<file path="src/rtl/pdm_demod_cic2_if.sv">
// Sample output stream of the PDM demodulator.
//   sample_out    decimated PCM sample, unsigned
//   sample_valid  sample_out holds an unconsumed sample
//   sample_ready  consumer accepts; a transfer happens on an edge with valid && ready
//   overrun       sticky flag: an unconsumed sample was overwritten
// The master modport is the demodulator side; the slave modport is the consumer side.
interface pdm_demod_cic2_if #(
  parameter int OUT_W = 5
);
  logic [OUT_W-1:0] sample_out;
  logic             sample_valid;
  logic             sample_ready;
  logic             overrun;

  modport master (
    output sample_out,
    output sample_valid,
    output overrun,
    input  sample_ready
  );

  modport slave (
    input  sample_out,
    input  sample_valid,
    input  overrun,
    output sample_ready
  );
endinterface

</file>
<file path="src/rtl/pdm_demod_cic2.sv">
// PDM demodulator: recovers unsigned PCM samples from a 1-bit pulse-density
// stream with a 2nd-order CIC decimator (integrate, decimate by R, comb),
// followed by saturation and scaling into OUT_W bits.
//
// Parameters
//   LOG2_DECIM  decimation R = 2**LOG2_DECIM accepted bits per output sample
//   OUT_W       output sample width, legal range 1..2*LOG2_DECIM
//
// Ports
//   clk       single clock, all state on posedge
//   reset_n   asynchronous active-low reset, discards any partial window
//   pdm_in    PDM bit
//   pdm_en    bit strobe: pdm_in is accepted on an edge only when 1
//   pdm_inv   (PDM_DEMOD_INVERT_EN only) 1 = stream is complemented
//   stream    sample output port (pdm_demod_cic2_if master): sample_out,
//             sample_valid, sample_ready, overrun
//
// Configuration macro
//   PDM_DEMOD_INVERT_EN  adds the pdm_inv port; the accepted bit becomes pdm_in ^ pdm_inv
module pdm_demod_cic2 #(
  parameter int LOG2_DECIM = 5,
  parameter int OUT_W      = 5
) (
  input  logic clk,
  input  logic reset_n,
  input  logic pdm_in,
  input  logic pdm_en,
`ifdef PDM_DEMOD_INVERT_EN
  input  logic pdm_inv,
`endif
  pdm_demod_cic2_if.master stream
);

  // Integrator width: R*R fits exactly, so modular comb differences stay exact.
  localparam int W     = 2 * LOG2_DECIM + 1;
  localparam int SHIFT = 2 * LOG2_DECIM - OUT_W;

  logic                  x;
  logic [W-1:0]          i1, i2;
  logic [W-1:0]          d1, d2;
  logic [W-1:0]          c1, c2;
  logic [W-2:0]          sat;
  logic [OUT_W-1:0]      y;
  logic [LOG2_DECIM-1:0] bit_cnt;
  logic                  dec_stb;
  logic [1:0]            warm;
  logic                  load;

`ifdef PDM_DEMOD_INVERT_EN
  assign x = pdm_in ^ pdm_inv;
`else
  assign x = pdm_in;
`endif

  // Integrators and bit counter. Wrap-around in i1/i2 is intended.
  // NOTE: every register here is assigned with <= so all of them sample the
  // pre-edge values; i2 therefore adds the old i1, exactly as the comb expects.
  always_ff @(posedge clk or negedge reset_n) begin
    if (!reset_n) begin
      i1      <= '0;
      i2      <= '0;
      bit_cnt <= '0;
      dec_stb <= 1'b0;
    end else begin
      if (pdm_en) begin
        i1      <= i1 + W'(x);
        i2      <= i2 + i1;
        bit_cnt <= bit_cnt + LOG2_DECIM'(1);
      end
      // Strobe for exactly the cycle after the R-th bit of a window is taken.
      dec_stb <= pdm_en && (&bit_cnt);
    end
  end

  // Comb stage operates on the registered i2, which already holds the R-th bit.
  assign c1 = i2 - d1;
  assign c2 = c1 - d2;

  // Saturate to R*R-1, then keep the top OUT_W bits.
  // NOTE: sat gets its default before the conditional override, so no path
  // leaves it unassigned and no latch is inferred.
  always_comb begin
    sat = c2[W-2:0];
    if (c2[W-1]) sat = '1;
  end

  assign y = OUT_W'(sat >> SHIFT);

  // The first two decimation events only prime d1/d2.
  assign load = dec_stb && (warm == 2'd2);

  always_ff @(posedge clk or negedge reset_n) begin
    if (!reset_n) begin
      d1   <= '0;
      d2   <= '0;
      warm <= '0;
    end else if (dec_stb) begin
      d1 <= i2;
      d2 <= c1;
      if (warm != 2'd2) warm <= warm + 2'd1;
    end
  end

  // One-entry holding register. A load wins over a transfer on the same edge;
  // a load onto an unconsumed, unaccepted sample overwrites it and flags overrun.
  always_ff @(posedge clk or negedge reset_n) begin
    if (!reset_n) begin
      stream.sample_out   <= '0;
      stream.sample_valid <= 1'b0;
      stream.overrun      <= 1'b0;
    end else if (load) begin
      stream.sample_out   <= y;
      stream.sample_valid <= 1'b1;
      if (stream.sample_valid && !stream.sample_ready) stream.overrun <= 1'b1;
    end else if (stream.sample_valid && stream.sample_ready) begin
      stream.sample_valid <= 1'b0;
    end
  end

endmodule

</file>
<file path="src/flat_wrapper.sv">
// flat-port wrapper written by rule: the top's interface ports become plain ports
module pdm_demod_cic2_flat 
#(
  parameter int LOG2_DECIM = 5,
  parameter int OUT_W      = 5
)
  (clk, reset_n, pdm_in, pdm_en, stream_sample_out, stream_sample_valid, stream_overrun, stream_sample_ready);
  pdm_demod_cic2_if #(.OUT_W(OUT_W)) stream_i ();
  input  logic clk;
  input  logic reset_n;
  input  logic pdm_in;
  input  logic pdm_en;
  output wire logic [$bits(stream_i.sample_out)-1:0] stream_sample_out;
  output wire logic [$bits(stream_i.sample_valid)-1:0] stream_sample_valid;
  output wire logic [$bits(stream_i.overrun)-1:0] stream_overrun;
  input wire logic [$bits(stream_i.sample_ready)-1:0] stream_sample_ready;
  assign stream_sample_out = stream_i.sample_out;
  assign stream_sample_valid = stream_i.sample_valid;
  assign stream_overrun = stream_i.overrun;
  assign stream_i.sample_ready = stream_sample_ready;
  pdm_demod_cic2 #(.LOG2_DECIM(LOG2_DECIM), .OUT_W(OUT_W)) u_core (.clk(clk), .reset_n(reset_n), .pdm_in(pdm_in), .pdm_en(pdm_en), .stream(stream_i));
endmodule
</file>
<file path="config.mk">
export PLATFORM = sky130hd
export DESIGN_NAME = pdm_demod_cic2_flat
export DESIGN_NICKNAME = d
export VERILOG_FILES = /design/src/rtl/pdm_demod_cic2_if.sv /design/src/rtl/pdm_demod_cic2.sv /design/src/flat_wrapper.sv
export SDC_FILE = /design/constraint.sdc
export NUM_CORES = 1
export LEC_CHECK = 0
export BUFFER_PORTS_ARGS = -buffer_cell sky130_fd_sc_hd__buf_2
export CORE_MARGIN = 5
export CORE_UTILIZATION = 33
export CTS_BUF_LIST = sky130_fd_sc_hd__clkbuf_8 sky130_fd_sc_hd__clkbuf_16
export CTS_CLUSTER_DIAMETER = 150
export DETAILED_ROUTE_END_ITERATION = 8
export MAX_ROUTING_LAYER = met4
export SKIP_CTS_REPAIR_TIMING = 1
export SYNTH_ARGS = -nofsm -noshare
export SYNTH_HDL_FRONTEND = slang
export SYNTH_SLANG_ARGS = --single-unit
</file>
<file path="constraint.sdc">
create_clock -name clk -period 3.1 [get_ports clk]
set_input_delay 0.155 -clock clk [delete_from_list [all_inputs] [get_ports clk]]
set_output_delay 0.155 -clock clk [all_outputs]
set_load 0.02 [all_outputs]
</file>
==> results.md <==
- Reg-to-reg endpoint: u_core.stream.sample_out[3]$_DFFE_PN0P_
- Minimum clock period: 3.150 ns
- Final setup violating endpoints: 5
- Die Wd: 114.9 µm
- Initial antenna violation count: 0
- Largest family of logic cells by synthesized area: compound AO/OA/AOI/OAI gates
- Clock transition at path regs: 0.07 ns
- Worst r2r src: u_core.i2[0]$_DFFE_PN0P_
- GRT Total Usage: a little under an eighth
- Remaining global-route overflow: 0
- Worst-margin pin slew: 0.6454 ns
- Top-count cell post-synth: dfrtp_1
- Post-synthesis async set-or-reset flop share: 100.0%
- Tcrit/Tclk final: 101.6%
- Max-cap violations: 0
- Synth top area share: roughly 41%
- Layout cells sized above 1: a little over a fifth
- Gpl congestion: 0.7996
- CP Data Required Time: about 3.3 ns
- Final Hold Vio Count: 0
- Diodes inserted: 0
- Worst EP arrival: 3.35 ns
- Worst-path cell chain: inv_2 > ha_4 > inv_2 > fa_2 > a211oi_2 > o21bai_1 > a21oi_2 > o21bai_1 > a21oi_2 > xnor2_2 > ha_1 > a21o_1 > nand2_2 > o211a_4 > xnor2_4 > a31oi_1
- H-tree levels: 3
- Syn_area_per_cell: between 9 and 10 µm²
- Worst hold slack: 0.1019 ns
- Hpwl dp: approximately 4800 µm
- Hold Path Sink: u_core.stream.sample_valid$_DFFE_PN0P_
- Largest stage delay, worst path: 0.39 ns
- Crit Path Class: reg2reg
- Sink Count: 59
- Placed cell area: about 0.004 mm²
- Root Driver: clkbuf_8
- Compound-gate portion of the synthesized area: between 15 and 20%
- Area share of fa/ha/maj cells after synthesis: between 10% and 20%
- Hold depth: 3
- Cell count after synthesis: 371
- TritonCTS clock tree: done
- Layout Nets: about 450
- Fmax: 317.4 MHz
- Failing checks: negative setup slack
- Post-synthesis sequential element count: 59
- Slew margin rel.: between 50% and 60%
- Min setup slack post-route: -0.05037 ns
- Initial Util: roughly a third
- Drt pass-1 iters: 4
- First-pass GRT wire length: 12120 µm
- Yosys top cell by area: dfrtp_1
- Number of global-route vias before repair: 2774
- Post-Synth XOR/XNOR Area: 8.130%
- Syn nets: 412
- Simple-Gate Fraction of Synth Area: 13.61%
- Post-synth EDFFs: 0
- Crit path launch type: flop
- DIE HEIGHT: ~110 µm
- Register Area: 0.001476 mm²
- Top post-synthesis cells by count: dfrtp_1 (59), nand2_1 (37), inv_1 (35)
- Multi-input logic area: 0.002093 mm²
- Hold Crit Class: in2reg
- Routed via count: approximately 2.6k
- WL/cell: 11.87 µm
- Via density per instance: between 4 and 5
- RSZ-0062 raised after global routing: yes
- Status: finished, violations left
- Worst Reg-to-Reg Cells: 16
- DRC errors left: 0
- Worst Hold Launch: stream_sample_ready
- Yosys warns: 0
- Post-synthesis sequential area ratio: approximately 41%
- Mapped cell area: 0.003632 mm²
- Netlist cell types: between 50 and 60
- Row count: 38
- Routed Antenna Nets: 0
- Layout area overhead: 19.22%
- R2R setup slack: -0.05 ns
- Core region area: 0.01079 mm²
- Top Ports: 12
- Synth top area cells: dfrtp_1 (41%), ha_1 (12%), xnor2_1 (5.3%), mux2_2 (4.3%), nand2_1 (3.8%)
- Prevailing post-synth register cell: dfrtp_1
- Initial DRC count: 94
- Total Die Area: 0.01321 mm²
- Fin. max-slew vios: 0
- Largest net degree at the start of global routing: 42
- CP endpoint kind: flop
- Filler cells: 1040
- Port bufs: 11
- Post-route cell area: 0.004330 mm²
- CTS buffer count: 9
- Clock Path Buffers: 2
- Clock latency on the worst-skew pair: about 0.34 ns
- CP max-delay cell: dfrtp_1
- Crit-path max FO: 4
- Skew final: ~0.0093 ns
- Multiplexer share of the synthesized area: 5.167%
- Routed WL: ~6600 µm
==> area by class of cell <==
cell class / count / share of cell area, %
multi-input combinational: 268 / 48.34
clock inverter: 6 / 1.474
sequential: 59 / 34.09
inverter: 35 / 3.034
timing repair buffer: 37 / 5.836
clock buffer: 10 / 3.178
tap: 140 / 4.045
==> worst max-delay path, delay by kind of cell, from the launching register on <==
family | cells | cell delay, ns
fa+ha+maj | 3 | 0.85
flops | 1 | 0.39
buf+inv | 2 | 0.13
simple gates | 1 | 0.08
compound gates | 8 | 1.31
xor+xnor | 2 | 0.24
==> cell usage in the layout (no fill, tap or decap), types with 6 or more instances in the layout <==
master	count
a21o_1	7
a21oi_1	7
a31oi_1	6
buf_2	11
buf_4	25
clkbuf_8	10
dfrtp_1	59
ha_1	32
inv_1	32
mux2_2	14
nand2_1	36
nand4_1	8
nor2_1	19
nor2b_1	6
o21ai_0	24
xnor2_1	21
xor2_1	8
==> stage by stage <==
stage	utilization, %	worst slack, ns	setup TNS [ns]	std cells
final	40.12	-0.05037	-0.2139	555
after global placement	37.14	-0.1707	-0.8361	537
after floorplan	-	0.03834	0	371
after global routing	40.12	-0.2329	-1.111	555
after detailed placement	37.14	-0.2490	-1.138	537
after CTS	39.01	-0.2692	-1.265	553
==> kinds of logic after synthesis <==
kind of cell | Yosys count
AOI/OAI and AO/OA | 81
and+or+nand+nor | 102
DFF | 59
adders and majority gates | 36
muxes | 17
xor gates and xnor gates | 32
buffers and inverters | 44
==> sequential cells by signal, indices dropped and copies added, names as in the netlist <==
name	count
u_core.d1	11
u_core.dec_stb	1
u_core.i1	11
u_core.d2	11
u_core.stream.sample_valid	1
u_core.bit_cnt	5
u_core.warm	2
u_core.i2	11
u_core.stream.overrun	1
u_core.stream.sample_out	5
==> metal layers <==
metal | global-route usage [%] | share of wire, %
met1 | 13.99 | 49
met2 | 18.79 | 47
met3 | 3.158 | 3.1
met4 | 3.599 | 1.5
met5 | - | 0
==> worst max-delay path by stage <==
stage                             startpoint                                       to  cells past startpoint
floorplan           u_core.i2[1]$_DFFE_PN0P_  u_core.stream.sample_out[4]$_DFFE_PN0P_                     14
global placement    u_core.i2[0]$_DFFE_PN0P_  u_core.stream.sample_out[3]$_DFFE_PN0P_                     16
detailed placement  u_core.d1[1]$_DFFE_PN0P_  u_core.stream.sample_out[4]$_DFFE_PN0P_                     15
CTS                 u_core.d1[1]$_DFFE_PN0P_  u_core.stream.sample_out[4]$_DFFE_PN0P_                     15
global route        u_core.i2[0]$_DFFE_PN0P_  u_core.stream.sample_out[1]$_DFFE_PN0P_                     15
finish              u_core.i2[0]$_DFFE_PN0P_  u_core.stream.sample_out[3]$_DFFE_PN0P_                     16
Power is not shown: default switching activity piles up to over one toggle a cycle in this logic, so the estimate is an artifact.
